[src/rtl/rule110_frame_rx.sv]
// Rule 110 generation-stream receiver: deserializes 16-bit words into a 256-bit frame
// and optionally checks each frame against the Rule 110 successor of the previous one.

module rule110_cell (
  input  logic l,
  input  logic c,
  input  logic r,
  output logic n
);
  assign n = (l & c & ~r) | (~l & c) | (~c & r);
endmodule

module rule110_frame_rx #(
  parameter int WORD_W   = 16,
  parameter int WORDS    = 16,
  parameter int CHECK_EN = 1,
  localparam int FRAME_W = WORD_W * WORDS,
  localparam int IDX_W   = $clog2(WORDS)
) (
  input  logic               clk,
  input  logic               rst_n,
  input  logic [WORD_W-1:0]  word_in,
  input  logic               word_valid,
  input  logic               frame_start,
  output logic [FRAME_W-1:0] frame_out,
  output logic               frame_valid,
  output logic               chk_valid,
  output logic               chk_match,
  output logic [7:0]         chk_fail_cnt,
  output logic [15:0]        gen_cnt,
  output logic               sync_err,
  output logic               busy
);

  typedef enum logic {IDLE, RECV} state_t;

  typedef struct packed {
    logic               pend;
    logic [FRAME_W-1:0] exp;
  } chk_stage_t;

  localparam logic [IDX_W-1:0] LAST = IDX_W'(WORDS - 1);

  state_t                         state, state_nx;
  logic [IDX_W-1:0]               idx;
  logic [WORDS-1:0][WORD_W-1:0]   words_q;
  logic [FRAME_W-1:0]             frame_nx;
  logic [FRAME_W-1:0]             succ;
  logic                           have_prev;
  chk_stage_t                     chk_q;
  logic                           restart, accept, complete, sync_hit;

  // frame_out always holds the last completed frame, so it doubles as the history
  for (genvar i = 0; i < FRAME_W; i++) begin : g_cell
    rule110_cell u_cell (
      .l ((i == FRAME_W - 1) ? 1'b0 : frame_out[(i == FRAME_W - 1) ? i : i + 1]),
      .c (frame_out[i]),
      .r ((i == 0) ? 1'b0 : frame_out[(i == 0) ? 0 : i - 1]),
      .n (succ[i])
    );
  end

  assign frame_nx = {words_q[WORDS-1:1], word_in};
  assign busy     = (state == RECV);

  always_comb begin
    state_nx = state;
    restart  = 1'b0;
    accept   = 1'b0;
    complete = 1'b0;
    sync_hit = 1'b0;
    case (state)
      IDLE: begin
        if (word_valid && frame_start) begin
          restart  = 1'b1;
          state_nx = RECV;
        end
      end
      RECV: begin
        if (word_valid) begin
          if (frame_start) begin
            sync_hit = 1'b1;
            restart  = 1'b1;
          end else begin
            accept = 1'b1;
            if (idx == LAST) begin
              complete = 1'b1;
              state_nx = IDLE;
            end
          end
        end
      end
      default: state_nx = IDLE;
    endcase
  end

  always_ff @(posedge clk) begin
    if (!rst_n) begin
      state        <= IDLE;
      idx          <= '0;
      words_q      <= '0;
      have_prev    <= 1'b0;
      chk_q        <= '0;
      frame_out    <= '0;
      frame_valid  <= 1'b0;
      chk_valid    <= 1'b0;
      chk_match    <= 1'b0;
      chk_fail_cnt <= '0;
      gen_cnt      <= '0;
      sync_err     <= 1'b0;
    end else begin
      state       <= state_nx;
      frame_valid <= complete;
      sync_err    <= sync_hit;

      if (restart) begin
        words_q[WORDS-1] <= word_in;
        idx              <= IDX_W'(1);
      end else if (accept) begin
        words_q[LAST - idx] <= word_in;
        idx                 <= complete ? '0 : idx + IDX_W'(1);
      end

      // stage 1: latch the predicted successor of the outgoing frame
      chk_q.pend <= 1'b0;
      if (complete) begin
        frame_out  <= frame_nx;
        gen_cnt    <= gen_cnt + 16'd1;
        have_prev  <= 1'b1;
        chk_q.pend <= have_prev && (CHECK_EN != 0);
        chk_q.exp  <= succ;
      end

      // stage 2: compare against the frame now on frame_out
      chk_valid <= chk_q.pend;
      if (chk_q.pend) begin
        chk_match <= (frame_out == chk_q.exp);
        if ((frame_out != chk_q.exp) && (chk_fail_cnt != 8'hFF))
          chk_fail_cnt <= chk_fail_cnt + 8'd1;
      end
    end
  end

endmodule

[config.mk]
export PLATFORM = sky130hd
export DESIGN_NAME = rule110_frame_rx
export DESIGN_NICKNAME = d
export VERILOG_FILES = /design/src/rtl/rule110_frame_rx.sv
export SDC_FILE = /design/constraint.sdc
export NUM_CORES = 2
export LEC_CHECK = 0
export BUFFER_PORTS_ARGS = -buffer_cell sky130_fd_sc_hd__buf_4
export CELL_PAD_IN_SITES_DETAIL_PLACEMENT = 1
export CELL_PAD_IN_SITES_GLOBAL_PLACEMENT = 2
export CORE_MARGIN = 2
export CORE_UTILIZATION = 38
export DETAILED_ROUTE_END_ITERATION = 8
export PLACE_DENSITY_LB_ADDON = 0.1
export RECOVER_POWER = 25
export SLEW_MARGIN = 20
export SYNTH_ARGS = -nofsm -noshare
export SYNTH_HDL_FRONTEND = slang
export SYNTH_SLANG_ARGS = --single-unit
[constraint.sdc]
create_clock -name clk -period 7.3 [get_ports clk]
set_clock_uncertainty 0.2 [all_clocks]
set_input_delay 2.19 -clock clk [delete_from_list [all_inputs] [get_ports clk]]
set_output_delay 2.19 -clock clk [all_outputs]
set_load 0.03 [all_outputs]
Yosys cells after proc, flatten, opt, wreduce, memory -nomap -nowiden
Index checks and enable logic that the tools add are counted.
{"block": "classes", "add_sub_neg": 4, "order_cmp": 2, "n_eq_ne": 4, "n_mux": 23, "bitwise_logic": 1533, "n_reduce_logical": 9}
{"op": "AND 1 bit", "n": 764}
{"op": "bitwise OR 1 bit", "n": 510}
{"op": "inverter 1 bit", "n": 259}
{"op": "bitwise mux 256 bit", "n": 1}
{"op": "== test 256 bit", "n": 1}
{"op": "two-way mux 256 bit", "n": 1}
{"op": "!= test 256 bit", "n": 1}
{"op": "demux 16 bit (select 4 bit)", "n": 1}
{"op": "two-way mux 16 bit", "n": 2}
{"op": "adder 16 x 1 -> 16 bit (second input constant)", "n": 1}
{"op": "two-way mux 1 bit", "n": 15}
{"op": "adder 8 x 1 -> 8 bit (second input constant)", "n": 1}
{"op": "!= test 8 bit (second input constant)", "n": 1}
{"op": "AND reduction 2 bit", "n": 4}
{"op": "less-than comparator 4 x 5 -> 1 bit (second input constant)", "n": 1}
{"op": "adder 4 x 1 -> 4 bit (second input constant)", "n": 1}
{"op": "== test 4 bit (second input constant)", "n": 1}
{"op": ">= comparator 4 x 1 -> 1 bit (second input constant)", "n": 1}
{"op": "two-way mux 4 bit", "n": 1}
{"op": "case mux 1 bit (2 select lines)", "n": 2}
{"op": "subtractor 4 bit (first input constant)", "n": 1}
{"op": "logical AND 1 bit", "n": 3}
{"op": "nonzero test 2 bit", "n": 1}
{"op": "OR reduction 2 bit", "n": 1}
{"block": "totals", "register_bits": 803, "inputBits": 20, "out_inout_bits": 285}

Longest topological paths before layout
{"block": "logic_depth", "ltp_word": 8, "depth_mapped": 11}

Hierarchy
From an unflattened synthesis, not the netlist that was laid out.
{"block": "unflattened", "cells_unflattened": 4325, "area_unflattened_um2": 35203.8}
{"mod": "rule110_frame_rx", "instances": 1, "cells_each": 3813, "area_each_um2": 32000.7, "seq_area_each_um2": 15755.1}
{"mod": "rule110_cell", "instances": 256, "cells_each": 2, "area_each_um2": 12.5, "seq_area_each_um2": 0.0}

Least setup slack after synthesis
OpenSTA, ideal clock, no wires.
{"block": "synth_timing", "path_kind": "input to register", "startpoint": "in frame_start", "endpoint": "reg gen_cnt[10]", "setup_time_ns": 0.070, "arrival_ns": 3.870, "required_time_ns": 7.030, "path_slack_ns": 3.159, "path_stages": 10, "n_path_buf": 4, "path_cell_list": "buf_2 -> and3b_1 -> buf_4 -> and3_1 -> buf_2 -> nand2_1 -> or3_1 -> buf_2 -> or3_1 -> a21oi_1"}
{"block": "synth_via", "elab_chain_len": 3}
{"item": "from (decl)", "line_no": "24", "rtl": "input logic frame_start,"}
{"item": "two-way mux 1 bit", "line_no": "81", "rtl": "if (frame_start) begin"}
{"item": "two-way mux 1 bit", "line_no": "80", "rtl": "if (word_valid) begin"}
{"item": "two-way mux 1 bit", "line_no": "72", "rtl": "case (state)"}
{"item": "to (signal assigned)", "line_no": "128", "rtl": "gen_cnt <= gen_cnt + 16'd1;"}
{"item": "to (decl)", "line_no": "30", "rtl": "output logic [15:0] gen_cnt,"}
No other way between the ends.
A chain may end at the register's enable or synchronous reset.

Final worst setup path
{"block": "layout_timing", "startpoint": "in rst_n", "endpoint": "reg frame_out[116]"}
{"item": "from (decl)", "line_no": "21", "rtl": "input logic rst_n,"}
{"item": "to (signal assigned)", "line_no": "127", "rtl": "frame_out <= frame_nx;"}
{"item": "to (decl)", "line_no": "25", "rtl": "output logic [FRAME_W-1:0] frame_out,"}
No word-level cell between the ends.

==> qor.yml <==
status:
  outcome: "complete, but fails checks"
  violations: "capacitance limit, slew limit"
grt:
  via_count_of_the_first_global_routing_pass: 28200
  largest_net_degree_at_the_start_of_global_routing: 165
  number_of_antenna_violations_at_the_first_check_in_global_routing: 8
  grt_pass1_wl_mm: 197
  globalRoute.totalOverflow: 0
  grt.total_usage_pct: 27.8
routing:
  drt_first_pass_iters: 5
  route.detailed.vias_per_inst: 5.34
  total_wire_length_mm: 135
  drc_errors: 0
  route.vias.total: 29500
  first_iteration_detailed_routing_drc_count: 2399
  antenna_violating_nets_post_route: 0
  detailed_route_wire_length_per_cell_um: 24.4
clock_tree:
  cts_sinks: 787
  postCtsSetupRepairBufs: 0
  clock_insertion_delay_worst_skew_ps: 650
  clock_tree.htree_level_count: 3
  clock_tree.root_cell: "sky130_fd_sc_hd__clkbuf_16"
  clk_pin_slew_ps: 60
  clk_path_buf_depth: 3
  cts_tree: "yes"
  cts-resized-gates: 0
  tritoncts.num_buffers: 90
  cts_hold_buffers: 0
die:
  floorplan.initialDensity_pct: 38.4
  die_y_um: 308
  std_cell_rows: 111
  design.die.area_sq_um: 95100
  pin_count: 305
  die_width_um: 308
  core_area_sq_um: 91800
power_and_ir_drop:
  power_switching_mw: 2.05
  max-vdd-ir-drop_uv: 163
  switching_share_pct: 22.6
  pwr-share-seq_pct: 47.5
  power_mw: 9.07
  internal-power_mw: 7.02
  p_per_area_nw_per_um2: 239
  pwr-share-comb_pct: 2.2
  p_leak_nw: 11.6
  clockPowerShare_pct: 50.4
yosys:
  synth-async-reset-ratio_pct: 0
  synth.yosys.seq_area_share_pct: 44.7
  number_of_distinct_library_cells_after_synthesis: 33
  synth_nets: 4613
  synth-edff-count: 0
  yosysWarnings: 0
  synth-seq-cells: 787
  synth_area_per_cell_sq_um: 7.68
  netlist_area_sq_um: 35200
  synth_top_area_cell: "sky130_fd_sc_hd__dfxtp_1"
  synth_top_cell_area_share_pct: 44.7
  synth_top_cells_by_count: "1,254 x sky130_fd_sc_hd__nand2_1, 787 x sky130_fd_sc_hd__dfxtp_1, 745 x sky130_fd_sc_hd__a21oi_1"
  post-synth-top-count-cell: "sky130_fd_sc_hd__nand2_1"
  synth_cells: 4587
  synth_top_flop_cell: "sky130_fd_sc_hd__dfxtp_1"
  synth_area_leaders: "sky130_fd_sc_hd__dfxtp_1 45%, sky130_fd_sc_hd__nand2_1 13%, sky130_fd_sc_hd__a21oi_1 11%"
timing:
  min_period_ps: 5150
  final_hold_viol_count: 0
  setup_viol: 0
  post-route-period-util_pct: 70.5
  fmax_mhz: 194
  rsz0062_at_grt: "no"
  worst_pin_slew_ps: 2480
  slew_headroom_pct: -65.2
  timing_max_transition_violations_final: 291
  final.setup.tns_ps: 0
worst_setup_path:
  cp_data_arrival_time_ps: 5350
  regToRegStartpoint: "idx[0]$_SDFFE_PN0P_"
  setup.reg_to_reg.worst_slack_ps: 3030
  count_of_cells_along_the_worst_register_to_register_path: 5
  timing.critical_path.fanout_max: 133
  worst_ep_required_time_ps: 7500
  reg_to_reg_endpoint: "frame_out[8]$_SDFFE_PN0N_"
  type_of_the_setup_path_with_the_least_slack: "in -> reg"
  worst_setup_path_start_kind: "input pin"
  endpoint_kind: "register"
min_path:
  hp-class: "reg -> reg"
  hold_end: "frame_out[101]$_SDFFE_PN0N_"
  whs_path_depth: 2
  timing.hold.worst.start: "frame_nx[101]$_SDFFE_PN0P_"
placed_design:
  place.gp.congestion: 0.857
  hpwlAfterDp_mm: 89.6
  io_buffer_count: 304
cells_and_area:
  num-nets-final: 4238
  synthToLayoutAreaGrowth_pct: 7.59
  drive_gt1_share_pct: 8.60
run:
  cap_violations: 3
cell families (layout without fill, tap and decap cells):
family	count (synthesis)	in the layout	share of synthesized area [%]
compound gates	1013	1013	16.3
mux	22	22	0.625
xor+xnor	269	269	6.69
simple gates	1690	1690	19.9
flops	787	787	44.7
fa+ha+maj	6	6	0.213
other cells	0	4	0
buf+inv	800	491	11.6
state kept, by name, indices dropped and copies added, names as in the netlist:
signal and flops:
idx 4, frame_out 256, gen_cnt 16, chk_fail_cnt 8, frame_valid 1, have_prev 1, frame_nx 240, chk_q 257
busy 1, chk_match 1, sync_err 1, chk_valid 1
layout by cell type, fill, tap and decap left out, types with 2 or more instances in the layout:
cell                        count
sky130_fd_sc_hd__nor3_1         8
sky130_fd_sc_hd__dfxtp_1      787
sky130_fd_sc_hd__bufinv_16      2
sky130_fd_sc_hd__clkinv_2      13
sky130_fd_sc_hd__inv_1          6
sky130_fd_sc_hd__a21oi_1      745
sky130_fd_sc_hd__or4_1          2
sky130_fd_sc_hd__ha_1           6
sky130_fd_sc_hd__clkbuf_1     119
sky130_fd_sc_hd__and3b_1        2
sky130_fd_sc_hd__nand3_1      263
sky130_fd_sc_hd__o211ai_1     254
sky130_fd_sc_hd__mux2i_1       22
sky130_fd_sc_hd__xnor2_1      263
sky130_fd_sc_hd__and3_1         5
sky130_fd_sc_hd__nor4_1        18
sky130_fd_sc_hd__buf_12         9
sky130_fd_sc_hd__clkbuf_16     95
sky130_fd_sc_hd__nand2_1     1254
sky130_fd_sc_hd__clkbuf_8      26
sky130_fd_sc_hd__nand2b_1       4
sky130_fd_sc_hd__nor2_1        38
sky130_fd_sc_hd__clkbuf_2       3
sky130_fd_sc_hd__buf_4        215
sky130_fd_sc_hd__o21ai_0        6
sky130_fd_sc_hd__o31ai_1        2
sky130_fd_sc_hd__nand4_1       70
sky130_fd_sc_hd__or3_1          6
sky130_fd_sc_hd__xor2_1         6
sky130_fd_sc_hd__and2_0         5
sky130_fd_sc_hd__diode_2        4
sky130_fd_sc_hd__and2_1        12
stage by stage:
| stage | instances | utilization, % | instance area (sq um) | hold slack (ps) | setup slack, ps |
|---|---|---|---|---|---|
| 6_report | 5525 | 41.3 | 37900 | 242 | 2150 |
| 5_1_grt | 5521 | 41.3 | 37900 | 265 | 1790 |
| 2_1_floorplan | 4587 | - | 35200 | 232 | 3160 |
| 4_1_cts | 5521 | 41.7 | 38300 | 249 | 3200 |
| 3_5_place_dp | 5363 | 38.5 | 35300 | 246 | 2510 |
| 3_3_place_gp | 5363 | 38.5 | 35300 | 240 | 2510 |
worst max path at each step:
stage,startpoint,to,slack [ps],cells after the start
floorplan,frame_start,gen_cnt[10]$_SDFFE_PN0N_,3160,10
global placement,frame_start,gen_cnt[15]$_SDFFE_PN0N_,2510,8
detailed placement,frame_start,gen_cnt[15]$_SDFFE_PN0N_,2510,8
CTS,frame_start,gen_cnt[15]$_SDFFE_PN0N_,3200,8
global route,rst_n,frame_nx[47]$_SDFFE_PN0P_,1790,4
finish,rst_n,frame_out[116]$_SDFFE_PN0N_,2150,4
critical path, stage by stage:
cell and delay, ps:
sky130_fd_sc_hd__clkbuf_1 360, sky130_fd_sc_hd__inv_8 710, sky130_fd_sc_hd__clkbuf_2 1800, sky130_fd_sc_hd__a21oi_1 100
power by group through the flow:
stage               Clock (mW)  Combinational [mW]  Sequential, mW
floorplan                    0              0.0960            4.40
global placement             0               0.201            4.40
detailed placement           0               0.200            4.40
CTS                       4.66               0.200            4.31
global route              4.83               0.203            4.30
finish                    4.57               0.197            4.31
metal layers:
| layer | vias up | GRT usage [%] | share of wire [%] |
|---|---|---|---|
| met5 | - | 0 | 0 |
| met4 | 0 | 6.35 | 1.9 |
| met3 | 131 | 4.20 | 5.2 |
| met2 | 591 | 44.7 | 46 |
| met1 | 14600 | 39.2 | 47 |
| li1 | 14200 | - | - |
cell type report:
class / instances / area, sq um
Antenna cell: 4 / 10.0
Tap cell: 1243 / 1560
Fill cell: 10900 / 53900
Timing Repair Buffer: 326 / 2180
Sequential cell: 787 / 15800
Clock buffer: 141 / 2810
Clock inverter: 17 / 141
Multi-Input combinational cell: 3000 / 15400
Inverter: 7 / 33.8
No activity file was read; power rests on OpenSTA's default activity.
